==> src/rtl/mem_arb_pkg.sv <==
`default_nettype none
// ============================================================================
//  Module      : mem_arb_pkg
//  Description : Shared types and constants for the two-port memory arbiter:
//                FSM state encoding, port count, default bus widths and a
//                small one-hot helper used for the per-port pulse outputs.
//  Revision    : 1.0  initial release
// ============================================================================
package mem_arb_pkg;

    // Number of requesters served by the arbiter
    localparam int NUM_PORTS  = 2;

    // Default memory bus widths
    localparam int DEF_ADDR_W = 16;
    localparam int DEF_DATA_W = 16;

    // Arbiter FSM state encoding
    typedef enum logic [1:0] {
        IDLE   = 2'd0,
        ACCESS = 2'd1,
        RESP   = 2'd2
    } arb_state_t;

    // Turn a port index into a one-hot per-port strobe vector
    function automatic logic [NUM_PORTS-1:0] port_onehot(input logic idx);
        logic [NUM_PORTS-1:0] v;
        v      = '0;
        v[idx] = 1'b1;
        return v;
    endfunction

endpackage : mem_arb_pkg
`default_nettype wire

==> src/rtl/arb_pick.sv <==
`default_nettype none
// ============================================================================
//  Module      : arb_pick
//  Description : Combinational winner selection between two requesters.
//                Build option MEM_ARB_ROUND_ROBIN_EN: when defined, a tie is
//                resolved in favour of the port not granted last; otherwise
//                port 0 has fixed priority.
//  Revision    : 1.0  initial release
// ============================================================================
module arb_pick
    import mem_arb_pkg::*;
(
    input  logic req0,
    input  logic req1,
    input  logic last,
    output logic win
);

`ifdef MEM_ARB_ROUND_ROBIN_EN
    // Tie goes to the port that did not win the previous grant
    always_comb begin
        win = 1'b0;
        if (req0 && req1) begin
            win = ~last;
        end else if (req1) begin
            win = 1'b1;
        end
    end
`else
    // Fixed priority: port 1 only wins when port 0 is not asking
    logic w_unused_last;
    assign w_unused_last = last;

    always_comb begin
        win = 1'b0;
        if (req1 && !req0) begin
            win = 1'b1;
        end
    end
`endif

endmodule : arb_pick
`default_nettype wire

==> src/rtl/mem_arbiter.sv <==
`default_nettype none
// ============================================================================
//  Module      : mem_arbiter
//  Description : Two-port arbiter in front of a single-ported data memory.
//                Each access takes an ACCESS cycle (grant pulse, memory
//                strobes driven) followed by a RESP cycle (completion pulse).
//                Build option MEM_ARB_ROUND_ROBIN_EN selects round-robin tie
//                breaking instead of fixed port-0 priority (see arb_pick).
//  Revision    : 1.0  initial release
// ============================================================================
module mem_arbiter
    import mem_arb_pkg::*;
#(
    parameter int ADDR_W = DEF_ADDR_W,
    parameter int DATA_W = DEF_DATA_W
) (
    input  logic              clk,
    input  logic              rst,
    // requester 0
    input  logic              req0,
    input  logic              we0,
    input  logic [ADDR_W-1:0] addr0,
    input  logic [DATA_W-1:0] wdata0,
    output logic              gnt0,
    output logic              rsp_valid0,
    output logic [DATA_W-1:0] rdata0,
    // requester 1
    input  logic              req1,
    input  logic              we1,
    input  logic [ADDR_W-1:0] addr1,
    input  logic [DATA_W-1:0] wdata1,
    output logic              gnt1,
    output logic              rsp_valid1,
    output logic [DATA_W-1:0] rdata1,
    // memory side
    output logic [ADDR_W-1:0] mem_access_addr,
    output logic [DATA_W-1:0] mem_write_data,
    output logic              mem_write_en,
    output logic              mem_read,
    input  logic [DATA_W-1:0] mem_read_data,
    // status
    output logic              busy
);

    arb_state_t               r_state;
    logic                     r_sel;
    logic                     r_last;
    logic [NUM_PORTS-1:0]     r_gnt;
    logic [NUM_PORTS-1:0]     r_rsp;
    logic [DATA_W-1:0]        r_rdata0;
    logic [DATA_W-1:0]        r_rdata1;
    logic [ADDR_W-1:0]        r_mem_addr;
    logic [DATA_W-1:0]        r_mem_wdata;
    logic                     r_mem_we;
    logic                     r_mem_rd;
    logic                     r_busy;

    logic                     w_any_req;
    logic                     w_win;
    logic                     w_we;
    logic [ADDR_W-1:0]        w_addr;
    logic [DATA_W-1:0]        w_wdata;

    // Winner between the two current requests
    arb_pick u_arb_pick (
        .req0 (req0),
        .req1 (req1),
        .last (r_last),
        .win  (w_win)
    );

    assign w_any_req = req0 | req1;

    // Request fields of the port about to be granted
    assign w_we    = w_win ? we1    : we0;
    assign w_addr  = w_win ? addr1  : addr0;
    assign w_wdata = w_win ? wdata1 : wdata0;

    // Arbiter FSM; every output is registered so the async reset clears the
    // memory strobes immediately, aborting any write still in flight
    always_ff @(posedge clk or posedge rst) begin
        if (rst) begin
            r_state     <= IDLE;
            r_sel       <= 1'b0;
            r_last      <= 1'b1;
            r_gnt       <= '0;
            r_rsp       <= '0;
            r_rdata0    <= '0;
            r_rdata1    <= '0;
            r_mem_addr  <= '0;
            r_mem_wdata <= '0;
            r_mem_we    <= 1'b0;
            r_mem_rd    <= 1'b0;
            r_busy      <= 1'b0;
        end else begin
            unique case (r_state)
                IDLE, RESP: begin
                    r_rsp <= '0;
                    if (w_any_req) begin
                        // Launch the next access straight from RESP so
                        // back-to-back traffic gets one slot per two cycles
                        r_state     <= ACCESS;
                        r_sel       <= w_win;
                        r_last      <= w_win;
                        r_gnt       <= port_onehot(w_win);
                        r_mem_addr  <= w_addr;
                        r_mem_wdata <= w_wdata;
                        r_mem_we    <= w_we;
                        r_mem_rd    <= ~w_we;
                        r_busy      <= 1'b1;
                    end else begin
                        r_state     <= IDLE;
                        r_gnt       <= '0;
                        r_busy      <= 1'b0;
                    end
                end

                ACCESS: begin
                    // Read data is combinational from the memory and is
                    // captured at the edge that closes the access cycle
                    if (r_mem_rd) begin
                        if (r_sel) begin
                            r_rdata1 <= mem_read_data;
                        end else begin
                            r_rdata0 <= mem_read_data;
                        end
                    end
                    r_state     <= RESP;
                    r_gnt       <= '0;
                    r_rsp       <= port_onehot(r_sel);
                    r_mem_addr  <= '0;
                    r_mem_wdata <= '0;
                    r_mem_we    <= 1'b0;
                    r_mem_rd    <= 1'b0;
                    r_busy      <= 1'b1;
                end

                default: begin
                    r_state     <= IDLE;
                    r_gnt       <= '0;
                    r_rsp       <= '0;
                    r_mem_addr  <= '0;
                    r_mem_wdata <= '0;
                    r_mem_we    <= 1'b0;
                    r_mem_rd    <= 1'b0;
                    r_busy      <= 1'b0;
                end
            endcase
        end
    end

    assign gnt0            = r_gnt[0];
    assign gnt1            = r_gnt[1];
    assign rsp_valid0      = r_rsp[0];
    assign rsp_valid1      = r_rsp[1];
    assign rdata0          = r_rdata0;
    assign rdata1          = r_rdata1;
    assign mem_access_addr = r_mem_addr;
    assign mem_write_data  = r_mem_wdata;
    assign mem_write_en    = r_mem_we;
    assign mem_read        = r_mem_rd;
    assign busy            = r_busy;

endmodule : mem_arbiter
`default_nettype wire

==> config.mk <==
export PLATFORM = sky130hd
export DESIGN_NAME = mem_arbiter
export DESIGN_NICKNAME = d
export VERILOG_FILES = /design/src/rtl/mem_arb_pkg.sv /design/src/rtl/arb_pick.sv /design/src/rtl/mem_arbiter.sv
export SDC_FILE = /design/constraint.sdc
export NUM_CORES = 1
export LEC_CHECK = 0
export BUFFER_PORTS_ARGS = -buffer_cell sky130_fd_sc_hd__buf_2
export CAP_MARGIN = 20
export CORE_ASPECT_RATIO = 1.5
export CORE_MARGIN = 3
export CORE_UTILIZATION = 35
export CTS_BUF_LIST = sky130_fd_sc_hd__clkbuf_16
export CTS_CLUSTER_DIAMETER = 150
export CTS_CLUSTER_SIZE = 14
export DETAILED_ROUTE_END_ITERATION = 16
export GPL_TIMING_DRIVEN = 0
export PLACE_DENSITY = 0.64
export SYNTH_ARGS = -nofsm -noshare
export SYNTH_HDL_FRONTEND = slang
export SYNTH_SLANG_ARGS = --single-unit
==> constraint.sdc <==
create_clock -name clk -period 3.5 [get_ports clk]
set_input_delay 0 -clock clk [delete_from_list [all_inputs] [get_ports clk]]
set_output_delay 0 -clock clk [all_outputs]
set_load 0.01 [all_outputs]
* Word level (Yosys, flattened, before mapping)
Cells that the tools add are included.
** Word-level totals
- Memory bits (writable) :: 0
- Bits in registers :: 74
- Latch bits :: 0
- Bits in read-only memories :: 0
- Logic and storage cells :: 53
- Memories kept :: 0
** Cells by class
- Reduce and logical (&&, ||, !) cells :: 9
- Equality and inequality tests :: 3
- Muxes and demuxes :: 23
- Div/mod/pow operators :: 0
- $add $sub $neg :: 0
- Multiply operators :: 0
- Bitwise operators :: 3
- $lt $le $gt $ge :: 4
- Shifts and indexed selects :: 0
** Operator list (number)
- $mux W16 :: 6
- $mux W1 :: 10
- $mux W2 :: 3
- $reduce_and A3 Y1 :: 2
- $lt A1 B2 Y1 const B :: 2
- $pmux W2 S2 :: 1
- $logic_and A1 B1 Y1 :: 3
- $demux W1 S1 :: 2
- $eq A2 B1 Y1 const B :: 1
- $eq A2 B2 Y1 const B :: 1
- $ge A1 B1 Y1 const B :: 2
- $logic_not A2 Y1 :: 1
- $ne A2 B2 Y1 const B :: 1
- $not A1 Y1 :: 2
- $pmux W1 S2 :: 1
- $reduce_and A2 Y1 :: 1
- $reduce_or A2 Y1 :: 1
- $logic_not A1 Y1 :: 1
- $or A1 B1 Y1 :: 1

* Depth between registers and ports, before layout
- Depth in word-level cells :: 9
- Depth in mapped cells :: 5
- Gate-level depth less buffers :: 3

* By module
Synthesis repeated with hierarchy kept, for this count alone.
** Unflattened totals
- Cells, all modules :: 204
- Area, all modules :: 3146.8 sq um
** Modules (own cells, without submodules)
- mem_arbiter :: area an instance 3133.0 sq um, seq. area each 1878.1 sq um, cells an instance 203, instances 1
- arb_pick :: area an instance 13.8 sq um, seq. area each 0.0 sq um, cells an instance 1, instances 1

* Least setup slack after synthesis
Ideal clock, no wire load.
- Path kind :: register to register
- Start point :: register r_state[0]
- End point :: register r_rdata0[0] (netlist: rdata0[0])
- Path buffers :: 2
- Setup slack :: 2026 ps
- Library setup time :: 125 ps
- Arrival time :: 1349 ps
- Stages on the path, launching flop included :: 6
- Period minus slack after synthesis :: 1474 ps
- Data required time :: 3375 ps
- Path through :: dfrtp_1 nor2b_4 and3b_1 buf_6 buf_12 mux2_4
** On the way
- Word-level cells in the longest chain between the ends :: 2
** RTL lines
- from (decl) :: RTL line mem_arbiter.sv:45 : arb_state_t r_state;
- from (signal assigned) :: RTL line mem_arbiter.sv:83 : r_state <= IDLE;
- from (signal assigned) :: RTL line mem_arbiter.sv:102 : r_state <= ACCESS;
- from (signal assigned) :: RTL line mem_arbiter.sv:112 : r_state <= IDLE;
- $eq A2 B1 Y1 :: RTL line mem_arbiter.sv:96 : unique case (r_state)
- $reduce_and A3 Y1 (no line)
- to (signal assigned) :: RTL line mem_arbiter.sv:125 : r_rdata0 <= mem_read_data;
- to (decl) :: RTL line mem_arbiter.sv:50 : logic [DATA_W-1:0] r_rdata0;
No other way between the ends.
A chain may end at the register's enable or synchronous reset.

* Final worst setup path
- Start point :: register r_state[0]
- End point :: register r_rdata0[7] (netlist: rdata0[7])
The elaborated chain is that of the path after synthesis.

==> results.cfg <==
[detailed_routing]
routed_wl_mm = 8.95
antenna_left = 0
drcViolationCount = 0
drt-initial-drc-count = 69
wl_per_cell_um = 15.0
drt_first_pass_iters = 4
via_count = 2768
vias_per_cell = 4.63

[worst_setup_path]
crit_family = flip-flops
cp_max_fo = 10
cp_cell_sequence = nor2b_4 -> and3b_1 -> buf_6 -> buf_12 -> mux2_4
crit_path_start_kind = register
worstPathRequired_ns = 3.72
critical_path_class = register to register
cp.arrival_ns = 1.84
worstSetupEndpointType = register
slowest_stage = dfrtp_1
slowest_delay_ns = 0.47
crit_buf_inv = 2

[floorplanning]
die_area_um2 = 10600
die_w_um = 85.2
die_y_um = 125
rows = 42
pin_count = 157
start_util_pct = 36.7
core-area_um2 = 8990

[job]
cap_viol_max_count = 0

[timing]
setup_tns_ns = 0
fin_crit_ns = 1.62
drv_slew = 0
timing_hold_violations_final = 1
finalSetupViolations = 0
rsz0062_at_grt = false
max_freq_mhz = 618
worst_slew_pin_slew_ns = 0.546
min_period_over_period_pct = 46.3
skew_ns = 0.00556
slew_headroom_pct = 63.6
timing.hold.ws_ns = -0.000884

[clocking]
clk_latency_ns = 0.33
cts.path.max_buffers = 2
htree_levels = 3
numCtsBuffers = 9
clk_pin_slew_worst_paths_ns = 0.06
cts_tree = yes
cts_sinks = 74
cts_root_buffer = clkbuf_16

[synthesis]
async_flop_share_pct = 100
yosys.area.top_type = dfrtp_1
syn_area_um2 = 3290
yosysWarnings = 0
yosysSeqAreaShare_pct = 56.2
synth_xor_area_share_pct = 0
synth.avg_cell_area_um2 = 12.0
synth_compound_area_share_pct = 5.77
synth_cell_type_count = 24
synth_edf_count = 0
synth-seq-cells = 74
synth_top_area_share_pct = 56.2
yosys.area_share.simple_pct = 12.7
synth_commonest_cells = dfrtp_1 (74), o21ai_0 (34), and2_1 (32), mux2i_1 (32), nand2_1 (32)
synth_top_family_by_area = multiplexers
syn-num-nets = 360
netlist_instances = 274
ys.flop_type = dfrtp_1
synthAdderAreaFrac_pct = 0
synth_area_leaders = dfrtp_1 (56%), mux2i_1 (9.7%), mux2_2 (7.5%)
yosysMostFrequentCell = dfrtp_1
synthMuxAreaShare_pct = 21.8

[final_layout]
drive_gt1_share_pct = 43.2
area_growth_pct = 51.0
register_area_um2 = 1850
fin_util_pct = 55.3
nFillCells = 795
finalNetCount = 570
diodes = 0
fin_cells = 598
multi_input_area_um2 = 1330

[grt]
globalRoute.totalOverflow = 0
grt_use_total_pct = 17.6
antenna_found_initial = 0
grt_max_degree = 41
grt_pass1_wl_mm = 14.9
grt_pass1_vias = 3074

[placement]
io_buffers = 154
placed_cells = 539
gp_congestion = 0.697
post-dp-hpwl_mm = 6.35

[power_and_ir_drop]
power.density_nw_per_um2 = 605
p_leak_uw = 0.00255
ir_drop_mv = 0.432
p_total_uw = 3010

[min_path]
hp-class = input port to register

[run_status]
violations = hold timing
outcome = finished, violations left
[routing by layer]
metal,vias to the layer above,part of all wire [%],track usage (%)
met4,0,1.6,7.27
met5,-,0,0
met1,1303,40,20.1
li1,1350,-,-
met2,105,51,31.0
met3,10,7.2,3.97
[timing repair]
action | CTS | global route
hold buffers | 44 | 0
buffers inserted | 0 | 0
resized for setup | 0 | 0
endpoints found under the hold margin | 93 | 0
[cell families after synthesis]
logic type,count (synthesis)
AOI/OAI and AO/OA,38
DFF,74
and+or+nand+nor,77
muxes,64
buffers and inverters,21
[cell type report]
cell class              instances  area share (%)
plain buffers                  18            2.11
multi-input cells             179            26.7
repair buffers                199            24.8
clock inverters                 6            1.66
flip-flops and latches         74            37.2
well taps                     110            2.77
clock buffers                   9            4.53
inverters                       3           0.277
[stage by stage]
stage	worst slack, ns	area (um2)
4_1_cts	1.87	4970
3_3_place_gp	0.750	4200
2_1_floorplan	1.62	3290
6_report	1.88	4970
3_5_place_dp	1.88	4230
5_1_grt	1.80	4970
[worst min-delay path: stages]
cell and delay [ns]:
buf_2 0.08, nand2_1 0.04, o21ai_0 0.06, and2_1 0.12
[power breakdown]
part / switching, uW / internal (uW) / total (uW)
Clock: 343 / 614 / 958
Sequential: 128 / 1090 / 1220
Combinational: 374 / 457 / 831
Total: 845 / 2160 / 3010
[sequential cells by signal (all words and copies together), names as in the netlist]
register and count:
r_state 2, r_sel 1, mem_read 1, mem_write_en 1, r_gnt 2, busy 1
rdata0 16, mem_write_data 16, mem_access_addr 16, r_rsp 2, rdata1 16
[cell usage in the layout, fill, tap and decap left out, drive strengths merged]
cell type,count
nor2,3
bufinv,2
and2,33
clkinv,2
nor3b,1
and3b,1
nor2b,1
inv,3
clkinvlp,2
clkbuf,21
and2b,1
buf,161
nand2,32
and3,1
a21oi,4
nand3,1
nand2b,1
dlygate4sd3,44
mux2i,32
nor3,2
dfrtp,74
o21ai,34
mux2,32
[worst paths after layout]
path	startpoint	end	slack, ns	cells after the start
max in group asynchronous	rst	mem_access_addr[2]$_DFFE_PP0P_	2.72	4
hold reg to reg	rdata1[11]$_DFFE_PP0P_	rdata1[11]$_DFFE_PP0P_	0.50	1
hold / removal	addr0[10]	mem_access_addr[10]$_DFFE_PP0P_	-0.0009	4
setup reg to reg	r_state[0]$_DFF_PP0_	rdata0[7]$_DFFE_PP0P_	1.88	5
min in group asynchronous	rst	rdata0[6]$_DFFE_PP0P_	0.23	3
setup / recovery	r_state[0]$_DFF_PP0_	rdata0[7]$_DFFE_PP0P_	1.88	5
Power figures use the tool's default switching activity.
